===== src/rtl/enc_pipe.sv =====
// Two-stage SECDED (72,64) encoder with valid/ready handshake and a saturating delivery counter.
// Defining ECC_ERR_INJ_EN compiles in one-shot error injection (INJ_ARM / INJ_MASK ports).
module enc_pipe #(
    parameter int CNT_W = 16
) (
    input  logic             CLK,
    input  logic             RST_N,
    input  logic             IN_VALID,
    output logic             IN_READY,
    input  logic [63:0]      IN_DATA,
    output logic             OUT_VALID,
    input  logic             OUT_READY,
    output logic [71:0]      OUT,
    output logic [CNT_W-1:0] CNT
`ifdef ECC_ERR_INJ_EN
    ,
    input  logic             INJ_ARM,
    input  logic [71:0]      INJ_MASK
`endif
);

    // H-matrix data columns shared with dec_top: the 56 weight-3 bytes in
    // ascending order, then the first 8 weight-5 bytes; check columns are unit vectors.
    function automatic logic [63:0][7:0] build_cols();
        logic [63:0][7:0] cols;
        logic [6:0]       idx;
        int               ones;
        cols = '0;
        idx  = '0;
        for (int w = 3; w <= 5; w += 2) begin
            for (int v = 0; v < 256; v++) begin
                ones = 0;
                for (int b = 0; b < 8; b++) begin
                    if (v[b]) ones++;
                end
                if (ones == w && idx < 7'd64) begin
                    cols[idx[5:0]] = v[7:0];
                    idx            = idx + 7'd1;
                end
            end
        end
        return cols;
    endfunction

    function automatic logic [7:0][63:0] build_masks(input logic [63:0][7:0] cols);
        logic [7:0][63:0] m;
        for (int k = 0; k < 8; k++) begin
            for (int i = 0; i < 64; i++) begin
                m[k][i] = cols[i][k];
            end
        end
        return m;
    endfunction

    localparam logic [63:0][7:0] H_COLS = build_cols();
    localparam logic [7:0][63:0] K_MASK = build_masks(H_COLS);
    localparam logic [CNT_W-1:0] CNT_ONE = {{(CNT_W-1){1'b0}}, 1'b1};

    logic             s1_adv, s2_adv, s1_load, s2_load;
    logic             s1_valid_d, s1_valid_q;
    logic             out_valid_d, out_valid_q;
    logic [63:0]      data_d, data_q;
    logic [7:0][7:0]  part_d, part_q;
    logic [7:0]       chk;
    logic [71:0]      code;
    logic [71:0]      out_d, out_q;
    logic [CNT_W-1:0] cnt_d, cnt_q;
`ifdef ECC_ERR_INJ_EN
    logic             inj_armed_d, inj_armed_q;
    logic [71:0]      inj_mask_d, inj_mask_q;
`endif

    assign s2_adv  = !out_valid_q || OUT_READY;
    assign s1_adv  = !s1_valid_q || s2_adv;
    assign s1_load = IN_VALID && s1_adv;
    assign s2_load = s1_valid_q && s2_adv;

    // Stage 1: each data byte folds into its own 8-bit partial check value.
    always_comb begin
        s1_valid_d = s1_valid_q;
        data_d     = data_q;
        part_d     = part_q;
        if (s1_adv) s1_valid_d = IN_VALID;
        if (s1_load) begin
            data_d = IN_DATA;
            for (int g = 0; g < 8; g++) begin
                for (int k = 0; k < 8; k++) begin
                    part_d[g][k] = ^(IN_DATA[8*g +: 8] & K_MASK[k][8*g +: 8]);
                end
            end
        end
    end

    always_comb begin
        chk = '0;
        for (int g = 0; g < 8; g++) begin
            chk = chk ^ part_q[g];
        end
        code = {chk, data_q};

        out_valid_d = out_valid_q;
        out_d       = out_q;
        if (s2_adv) out_valid_d = s1_valid_q;
`ifdef ECC_ERR_INJ_EN
        inj_armed_d = inj_armed_q;
        inj_mask_d  = inj_mask_q;
        if (s2_load) begin
            out_d       = inj_armed_q ? (code ^ inj_mask_q) : code;
            inj_armed_d = 1'b0;
        end
        // A new arm wins over the clear caused by a simultaneous load.
        if (INJ_ARM) begin
            inj_armed_d = 1'b1;
            inj_mask_d  = INJ_MASK;
        end
`else
        if (s2_load) out_d = code;
`endif

        cnt_d = cnt_q;
        if (out_valid_q && OUT_READY && cnt_q != '1) cnt_d = cnt_q + CNT_ONE;
    end

    always_ff @(posedge CLK or negedge RST_N) begin
        if (!RST_N) begin
            s1_valid_q  <= 1'b0;
            out_valid_q <= 1'b0;
            cnt_q       <= '0;
`ifdef ECC_ERR_INJ_EN
            inj_armed_q <= 1'b0;
            inj_mask_q  <= '0;
`endif
        end else begin
            s1_valid_q  <= s1_valid_d;
            out_valid_q <= out_valid_d;
            cnt_q       <= cnt_d;
`ifdef ECC_ERR_INJ_EN
            inj_armed_q <= inj_armed_d;
            inj_mask_q  <= inj_mask_d;
`endif
        end
    end

    always_ff @(posedge CLK) begin
        data_q <= data_d;
        part_q <= part_d;
        out_q  <= out_d;
    end

    assign IN_READY  = s1_adv;
    assign OUT_VALID = out_valid_q;
    assign OUT       = out_q;
    assign CNT       = cnt_q;

endmodule

===== config.mk =====
export PLATFORM = sky130hd
export DESIGN_NAME = enc_pipe
export DESIGN_NICKNAME = d
export VERILOG_FILES = /design/src/rtl/enc_pipe.sv
export SDC_FILE = /design/constraint.sdc
export NUM_CORES = 1
export LEC_CHECK = 0
export ABC_AREA = 1
export CORE_MARGIN = 2
export CORE_UTILIZATION = 40
export CTS_BUF_LIST = sky130_fd_sc_hd__clkbuf_16
export DETAILED_ROUTE_END_ITERATION = 8
export GPL_ROUTABILITY_DRIVEN = 0
export GPL_TIMING_DRIVEN = 1
export MAX_ROUTING_LAYER = met4
export PLACE_DENSITY = 0.71
export SYNTH_ARGS = -nofsm -noshare
export SYNTH_HDL_FRONTEND = slang
export SYNTH_SLANG_ARGS = --single-unit

===== constraint.sdc =====
create_clock -name CLK -period 12.3 [get_ports CLK]
set_input_delay 2.46 -clock CLK [delete_from_list [all_inputs] [get_ports CLK]]
set_output_delay 2.46 -clock CLK [all_outputs]
set_load 0.005 [all_outputs]

Word level (Yosys, flattened, before mapping):

Index checks and enable logic that the tools add are counted.

* $add $sub $neg: 1
* equality and inequality tests: 1
* bitwise operators: 7
* reduce and logical (&&, ||, !) cells: 61

Operators with widths (number)
* $reduce_xor 8->1: 53
* $xor 8x7->8: 3
* $xor 8x8->8: 3
* $add 16x1->16 const B: 1
* $ne 16x16->1 const B: 1
* $xor 5x6->6: 1
* $logic_and 1x1->1: 4
* $logic_not 1->1: 2
* $logic_or 1x1->1: 2

* flip-flop bits (word level): 209
* input bits: 68
* output and inout port bits: 90
* logic and storage cells: 83

Logic depth before layout (Yosys ltp):

Gate-level depths: netlist of run 1.

* depth in word-level cells: 7
* depth in mapped cells: 9

Worst setup path after synthesis of run 1:

OpenSTA, ideal clock, no wires.

* path kind: in2reg
* start: in OUT_READY
* end: reg out_q[0] (netlist: OUT[0]) (enable)
* library setup time: 526 ps
* arrival: 5993 ps
* setup slack: 5781 ps
* stages on the path: 2
* path through: inv_1 a21oi_1

* longest elaborated chain between the ends: 2

RTL lines
* start, declared: RTL line 12 `input logic OUT_READY,`
* $logic_or 1x1->1: RTL line 73 `assign s2_adv = !out_valid_q || OUT_READY;`
* $logic_and 1x1->1: RTL line 76 `assign s2_load = s1_valid_q && s2_adv;`
* via s2_load: RTL line 59 `logic s1_adv, s2_adv, s1_load, s2_load;`
* end signal, assigned: RTL line 147 `out_q <= out_d;`
* end, declared: RTL line 66 `logic [71:0] out_d, out_q;`

The timed path passes the listed nets, and every way through them passes these cells.
A chain may end at the register's enable or synchronous reset.

Final worst setup path of run 1:

* start: in OUT_READY
* end: out IN_READY

* longest elaborated chain between the ends: 2

RTL lines
* $logic_or 1x1->1: RTL line 73
* $logic_or 1x1->1: RTL line 74 `assign s1_adv = !s1_valid_q || s2_adv;`
* end, declared: RTL line 9 `output logic IN_READY,`

No other way between the ends.

==> impl_metrics.toml, run 1 <==
[routing]
via_per_inst = 4.49
wl_per_cell_um = 14.0
num_vias = 5271
postRouteAntennaNets = 0
drt_iter0_markers = 231
drc = 0
wl_um = 16400
firstDrtPassIters = 4

[yosys]
ys_seq_elements = 203
synth.yosys.seq_area_share_pct = 69.4
synth_top_cell_by_area = "edfxtp_1"
avgSynthCellArea_um2 = 12.4
ys_warn_count = 0
yosysUniqueCellTypes = 25
syn-num-nets = 769
ys_top_cells_by_area = "edfxtp_1 64%, nand2_1 8.9%, xor2_1 5.7%"
synthesis.instances = 700
synthesis.area_um2 = 8650
synth_top_area_share_pct = 64.2

[global_routing]
antenna_found_initial = 0
grt_pass1_vias = 5289
gr-total-overflow = 0
grt_max_degree = 73
track_usage_pct = 15.4
grt_pass1_wl_um = 26200

[timing]
max_freq_mhz = 164
worst_pin_slew_ns = 0.986
drv_slew = 0
min_period_over_period_pct = 49.7
slew_headroom_pct = 34.3
finalSetupViolations = 0
fin_tns_setup_ns = 0
hold_violations = 0
fin_skew_ns = 0.0117
rsz0062_at_grt = "no"
period_minus_slack_ns = 6.11

[cells_and_area]
drive_above_1_share_pct = 7.01
nNetsFinal = 951
stdcell_area_um2 = 11400
area.growth.synth_to_final_pct = 31.8
fin_util_pct = 53.9
n_antenna_cell = 0

[die]
dieArea_um2 = 22800
die_x_um = 151
fp.dieH_um = 151
io_pins = 158
coreArea_um2 = 21200
start_util_pct = 40.9
row_count = 53

[power]
comb_power_share_pct = 16.1
cellInternalPower_mw = 1.48
peakVddDrop_v = 0.0000983
p_per_area_nw_per_um2 = 172
total_power_mw = 1.97
power_frac_seq_pct = 45.9
power_frac_clock_pct = 38.0
p_leak_nw = 4.56
switching_power_mw = 0.485
swShare_pct = 24.6

[setup_path]
r2r-end = "data_q[38]$_DFFE_PP_"
path_cells = "clkdlybuf4s50_1 > inv_1 > nand3_1 > clkdlybuf4s50_1"
r2r_start = "OUT_VALID$_DFFE_PN0P_"
crit_required_ns = 9.84
worst_path_largest_cell_delay_ns = 0.51
crit_start = "OUT_READY"
worst_path_max_delay_cell = "clkdlybuf4s50_1"
r2r_slack_ns = 9.90
crit_buf_inv = 3
cp_common_cell = "clkdlybuf4s50_1"
worstSetupStartpointType = "input port"
path_max_fanout = 3
cpLargestDelayFamily = "buffers and inverters"
critical_path_depth = 4
worstSetupPathType = "input port to output pin"
endpoint = "IN_READY"
crit_path_end_kind = "output pin"
worstPathArrival_ns = 3.65
worstRegToRegCells = 4

[placed_design]
io_buffers = 157
place_area_um2 = 10600
dp_hpwl_um = 11600

[cts]
cts_root_buf = "clkbuf_16"
cts_resized = 0
post-cts-setup-buffer-count = 0
cts_sinks = 203
cts.path.max_buffers = 3
cts-htree-levels = 1
path_clk_slew_ns = 0.06
cts_made_buffers = 23
cts_hold_buf = 0
cts_tree = "done"
insertion_delay_ns = 0.51

[status]
outcome = "completed"

[flow_run]
drv_cap = 0

[worst_hold_path]
hold_path.class = "flop to flop"
[kinds of logic after synthesis]
kind of cell | synth area share (%)
compound gates | 1.21
fa+ha+maj | 0.145
xor+xnor | 11.4
simple gates | 13.7
flops | 69.4
buf+inv | 4.16
[synthesized netlist by cell type (all sizes together)]
| cell type | count |
|---|---|
| xnor2 | 55 |
| nand3 | 28 |
| a21oi | 1 |
| nand2b | 1 |
| nand4 | 6 |
| xor2 | 57 |
| ha | 1 |
| dfrtp | 18 |
| edfxtp | 185 |
| o21ai | 14 |
| nand2 | 208 |
| nor2 | 23 |
| or2 | 1 |
| buf | 2 |
| inv | 90 |
| nand3b | 10 |
[worst reg2reg max path: cells and delay by family (launching register included)]
kind                   cells  cell delay [ns]
buffers and inverters      2             1.25
flip-flops                 1             0.44
AND/OR/NAND/NOR            2             0.29
[layout by cell type, fill, tap and decap left out]
cell / count
xor2_1: 56
xnor2_1: 55
inv_6: 3
bufinv_16: 6
inv_2: 1
a21oi_4: 1
nor2_1: 18
nand2b_1: 1
inv_1: 90
clkinvlp_4: 2
edfxtp_1: 185
nor2_2: 2
o21ai_1: 3
nand2_4: 1
nor2_4: 3
clkbuf_16: 23
xor2_2: 1
nand3_1: 27
nand3_4: 1
or2_2: 1
clkinv_2: 6
nand2_1: 206
nand4_1: 6
dfrtp_1: 18
inv_4: 1
nand2_2: 1
clkdlybuf4s50_1: 157
ha_1: 1
buf_4: 2
o21ai_2: 8
nand3b_1: 10
o21ai_0: 3
[power by group through the flow]
stage               registers [mW]  clock network, mW  logic, mW
floorplan                    0.916                  0      0.163
global placement             0.915                  0      0.314
detailed placement           0.917                  0      0.322
CTS                          0.904              0.766      0.323
global route                 0.913              0.795      0.358
finish                       0.902              0.748      0.317
[registers in the layout (all words and copies together), names as in the netlist]
signal,flops
CNT,16
OUT_VALID,1
s1_valid_q,1
data_q,60
OUT,72
part_q,53
[cell type report]
class	count	area (µm²)
Multi-Input combinational cell	405	2300
Clock buffer	23	576
Clock inverter	19	259
Sequential cell	203	6010
Fill cell	1777	9740
Timing Repair Buffer	159	1590
Tap cell	275	344
Inverter	90	340
[per-layer routing]
metal  vias up  global-route usage [%]  share of wire (%)
met5         -                       -                  0
met4         0                    5.28                3.1
met3        30                    3.46                5.3
met2       123                    26.3                 50
met1      2442                    18.1                 42
li1       2676                       -                  -
[stage by stage]
step | worst slack (ns) | hold WS, ns | cells
2_1_floorplan | 5.78 | 0.400 | 700
3_5_place_dp | 6.19 | 0.405 | 1132
3_3_place_gp | 6.21 | 0.400 | 1132
6_report | 6.19 | 0.416 | 1174
5_1_grt | 6.13 | 0.422 | 1174
4_1_cts | 6.18 | 0.418 | 1174
[worst min path at each step]
stage / cells after the start / endpoint / from
2_1_floorplan: 0 / OUT[0]$_DFFE_PP_ / data_q[0]$_DFFE_PP_
3_3_place_gp: 0 / OUT[43]$_DFFE_PP_ / data_q[43]$_DFFE_PP_
3_5_place_dp: 0 / OUT[20]$_DFFE_PP_ / data_q[20]$_DFFE_PP_
4_1_cts: 0 / OUT[4]$_DFFE_PP_ / data_q[4]$_DFFE_PP_
5_1_grt: 0 / OUT[20]$_DFFE_PP_ / data_q[20]$_DFFE_PP_
6_report: 0 / OUT[4]$_DFFE_PP_ / data_q[4]$_DFFE_PP_
Power figures use the tool's default switching activity.
==> run 2, diff against run 1 <==
- clock period: 12.3 -> 5.9 ns (I/O delays scaled with it)
==> run 2 against run 1 <==
Net effect:
- sequential cell count did not move
- count of clock-buffer cells in the layout did not move
- sequential share of layout area rose by 0.28 points
- largest power group unchanged
- first-iteration DRC count fell by 8.7%
- power rose by 100%
- highest routed layer unchanged
- routed wire length rose by 2.1%
- core utilization fell by 0.28 points
- clock skew rose by 0.0075 ns
- global-route usage barely moved
==> impl_metrics.toml, run 2 (synthesis results as in run 1) <==
[status]
outcome = "completed"

[cells_and_area]
multi_input_area_um2 = 2300
area.growth.synth_to_final_pct = 31.2
fin_util_pct = 53.7
final-instance-count-excl-fill = 1175
num-fill-cells = 1785
nNetsFinal = 952
layout_commonest_cell = "nand2_1"
largest_reg_flops = 72
layout_common_cells = "206 x nand2_1, 185 x edfxtp_1, 157 x clkdlybuf4s50_1"
n_antenna_cell = 0
stdcell_area_um2 = 11400
drive_above_1_share_pct = 6.33
seqCellArea_um2 = 6010

[setup_path]
worst_path_largest_cell_delay_ns = 0.51
critical_path_depth = 4
path_max_fanout = 3
worstPathArrival_ns = 2.39
r2r-end = "data_q[29]$_DFFE_PP_"
worstSetupStartpointType = "input port"
worstRegToRegCells = 4
worstSetupPathType = "input port to output pin"
endpoint = "IN_READY"
cpLargestDelayFamily = "buffers and inverters"
path_cells = "clkdlybuf4s50_1 > inv_1 > nand3_1 > clkdlybuf4s50_1"
crit_required_ns = 4.72
r2r_start = "OUT_VALID$_DFFE_PN0P_"
cp_common_cell = "clkdlybuf4s50_1"
crit_path_end_kind = "output pin"
crit_buf_inv = 3
worst_path_max_delay_cell = "clkdlybuf4s50_1"
crit_start = "OUT_READY"
r2r_slack_ns = 3.68

[routing]
wl_per_cell_um = 14.3
firstDrtPassIters = 4
via_per_inst = 4.48
drt_iter0_markers = 211
num_vias = 5265
drc = 0
wl_um = 16800
postRouteAntennaNets = 0

[die]
io_pins = 158
coreArea_um2 = 21200
die_x_um = 151
fp.dieH_um = 151
row_count = 53
dieArea_um2 = 22800
start_util_pct = 40.9

[power]
power_frac_clock_pct = 36.1
cellInternalPower_mw = 3.00
total_power_mw = 3.99
p_per_area_nw_per_um2 = 351
swShare_pct = 24.8
comb_power_share_pct = 16.6
peakVddDrop_v = 0.000219
switching_power_mw = 0.990
power_frac_seq_pct = 47.3
p_leak_nw = 4.54

[timing]
finalSetupViolations = 0
fin_skew_ns = 0.0192
fin_tns_setup_ns = 0
worst_pin_slew_ns = 0.986
hold_violations = 0
drv_slew = 0
period_minus_slack_ns = 3.57
slew_headroom_pct = 34.3
hold_slack_ns = 0.414
min_period_over_period_pct = 60.5
setup_slack_ns = 2.33
max_freq_mhz = 280
rsz0062_at_grt = "no"

[global_routing]
gr-total-overflow = 0
grt_use_met2_pct = 25.9
use_met1_pct = 18.9
track_usage_pct = 15.4
antenna_found_initial = 0
met3_usage_pct = 3.13
grt_pass1_vias = 5220
grt_busiest_layer = "met2"
grt_pass1_wl_um = 26400
grt_max_degree = 74

[placed_design]
pre_cts_ws_ns = 2.33
dp_hpwl_um = 11800
place_area_um2 = 10600
dp_cells = 1133
io_buffers = 157

[cts]
cts-htree-levels = 1
cts_root_buf = "clkbuf_16"
cts_tree = "done"
cts_hold_buf = 0
path_clk_slew_ns = 0.06
cts_sinks = 203
cts.path.max_buffers = 3
insertion_delay_ns = 0.51
cts_made_buffers = 23
cts_resized = 0
post-cts-setup-buffer-count = 0

[worst_hold_path]
hold_path.class = "flop to flop"

[flow_run]
drv_cap = 0
[run 2: cell count changes in the layout (fill, tap and decap cells not counted), sizes merged]
cell,change
bufinv,-2
clkinvlp,-2
buf,+1
clkinv,+4
[run 2: worst register-to-register path, stage by stage (launching register included)]
cell     delay (ns)
dfrtp_1        0.44
nand3_1        0.16
nand2_1        0.13
inv_4          0.67
buf_4          0.50
[run 2: worst min path at each step]
stage	startpoint	endpoint	slack, ns	cells past startpoint
floorplan	data_q[0]$_DFFE_PP_	OUT[0]$_DFFE_PP_	0.40	0
global placement	data_q[20]$_DFFE_PP_	OUT[20]$_DFFE_PP_	0.40	0
detailed placement	data_q[29]$_DFFE_PP_	OUT[29]$_DFFE_PP_	0.40	0
CTS	data_q[4]$_DFFE_PP_	OUT[4]$_DFFE_PP_	0.42	0
global route	data_q[21]$_DFFE_PP_	OUT[21]$_DFFE_PP_	0.42	0
finish	data_q[5]$_DFFE_PP_	OUT[5]$_DFFE_PP_	0.41	0
[run 2: per-layer routing]
| metal | up-vias | wire length (µm) |
|---|---|---|
| li1 | 2665 | - |
| met1 | 2432 | 7070 |
| met2 | 137 | 8380 |
| met3 | 31 | 920 |
| met4 | 0 | 407 |
| met5 | - | 0 |
[run 2: power by group through the flow]
stage                     combinational, mW  clock [mW]  sequential (mW)
after floorplan                       0.340           0             1.91
after global placement                0.651           0             1.91
after detailed placement              0.669           0             1.92
after CTS                             0.674        1.47             1.89
after global routing                  0.742        1.53             1.91
final                                 0.662        1.44             1.89
[run 2: cell type report]
cell class / instances / share of cell area [%]
clock inverters: 19 / 1.69
well taps: 275 / 3.03
multi-input cells: 405 / 20.3
clock buffers: 23 / 5.07
flip-flops and latches: 203 / 52.9
repair buffers: 160 / 14.0
inverters: 90 / 3.00
==> run 3, diff against run 2 <==
- clock period: 5.9 -> 3.7 ns (I/O delays scaled with it)
==> run 3 against run 2 <==
Net effect:
- cell count about the same
- hold slack about the same
- clock skew decreased by 0.012 ns
- core utilization increased by 0.10 points
- sequential cell count unchanged
- sequential share of layout area decreased by 0.099 points
- non-clock buffer count decreased by 1
- count of clock-buffer cells in the layout unchanged
- combinational power increased by 62%
- power increased by 60%
- first-iteration DRC count increased by 1.9%
- largest cell class unchanged
- largest power group unchanged
==> impl_metrics.toml, run 3 (synthesis results as in run 1) <==
[routing]
drt_iter0_markers = 215
postRouteAntennaNets = 0
num_vias = 5335
via_per_inst = 4.54
wl_per_cell_um = 14.3
drc = 0
firstDrtPassIters = 5
wl_um = 16800

[setup_path]
worstSetupStartpointType = "input port"
crit_path_end_kind = "output pin"
r2r_start = "CNT[0]$_DFFE_PN0P_"
r2r-end = "CNT[6]$_DFFE_PN0P_"
worstSetupPathType = "input port to output pin"
worstPathArrival_ns = 1.94
crit_required_ns = 2.96
worstRegToRegCells = 7
r2r_slack_ns = 1.90
path_max_fanout = 3

[power]
p_leak_nw = 4.54
p_per_area_nw_per_um2 = 560
peakVddDrop_v = 0.000488

[cts]
cts_made_buffers = 23
cts_sinks = 203
post-cts-setup-buffer-count = 0
cts.path.max_buffers = 3
cts_root_buf = "clkbuf_16"
cts_hold_buf = 0
cts_resized = 0
cts_tree = "done"
path_clk_slew_ns = 0.06
insertion_delay_ns = 0.50
cts-htree-levels = 1

[cells_and_area]
nNetsFinal = 951
fin_util_pct = 53.8
area.growth.synth_to_final_pct = 31.4
layout_common_cells = "206 x nand2_1, 185 x edfxtp_1, 157 x clkdlybuf4s50_1"
layout_commonest_cell = "nand2_1"
largest_reg_flops = 72
stdcell_area_um2 = 11400
drive_above_1_share_pct = 6.46

[global_routing]
grt_pass1_wl_um = 26100
grt_max_degree = 114
antenna_found_initial = 1
track_usage_pct = 15.4
gr-total-overflow = 0
grt_pass1_vias = 5225

[die]
fp.dieH_um = 151
coreArea_um2 = 21200
io_pins = 158
die_x_um = 151
dieArea_um2 = 22800
row_count = 53
start_util_pct = 40.9

[timing]
hold_violations = 0
period_minus_slack_ns = 2.68
worst_pin_slew_ns = 0.838
fin_tns_setup_ns = 0
hold_slack_ns = 0.414
drv_slew = 0
rsz0062_at_grt = "no"
slew_headroom_pct = 44.0
fin_skew_ns = 0.00701
finalSetupViolations = 0
max_freq_mhz = 373
min_period_over_period_pct = 72.4

[flow_run]
drv_cap = 0

[worst_hold_path]
hold_start = "data_q[4]$_DFFE_PP_"
whs_endpoint = "OUT[4]$_DFFE_PP_"
hold_path.class = "flop to flop"
holdPathStages = 0

[placed_design]
dp_hpwl_um = 11700
io_buffers = 157
place_area_um2 = 10600

[status]
outcome = "completed"
-- run 3: cell count changes in the layout (fill, tap and decap cells not counted) --
| cell | before | now |
|---|---|---|
| buf_4 | 3 | 0 |
| buf_12 | 0 | 2 |
| clkinv_1 | 5 | 3 |
| clkinv_2 | 4 | 5 |
| clkinv_4 | 1 | 2 |
| clkinvlp_4 | 0 | 1 |
| diode_2 | 0 | 1 |
| inv_1 | 92 | 91 |
| inv_6 | 1 | 0 |
-- run 3: metal layers --
metal | vias up | part of all wire (%) | global-route usage [%]
met5 | - | 0 | -
met4 | 0 | 2.3 | 4.16
met3 | 29 | 7.4 | 4.31
met2 | 147 | 48 | 25.5
met1 | 2493 | 42 | 18.5
li1 | 2666 | - | -
-- run 3: layout make-up --
type	instances	area, µm²
clock inverter	18	193
antenna	1	2.50
tap	275	344
timing repair buffer	159	1610
sequential	203	6010
inverter	90	340
fill	1739	9780
multi-input combinational	405	2300
clock buffer	23	576
-- run 3: through the flow --
step	worst slack (ns)	cells	total power, mW
4_1_cts	1.01	1173	6.45
2_1_floorplan	0.0507	700	3.58
3_5_place_dp	1.02	1132	4.13
3_3_place_gp	1.04	1132	4.10
6_report	1.02	1174	6.36
5_1_grt	0.941	1174	6.68
-- run 3: critical path, stage by stage --
cell and delay (ns):
clkdlybuf4s50_1 0.48, inv_1 0.09, nand3_1 0.12, clkdlybuf4s50_1 0.51
-- run 3: worst max path at each step --
stage               startpoint                   to  cells past startpoint
floorplan            OUT_READY  data_q[0]$_DFFE_PP_                      4
global placement     OUT_READY             IN_READY                      4
detailed placement   OUT_READY             IN_READY                      4
CTS                  OUT_READY             IN_READY                      4
global route         OUT_READY             IN_READY                      4
finish               OUT_READY             IN_READY                      4
-- run 3: where the power goes --
group | switching [mW] | internal (mW) | leakage (nW)
sequential | 0.161 | 2.84 | 2.01
combinational | 0.541 | 0.526 | 2.14
clock | 0.881 | 1.41 | 0.389
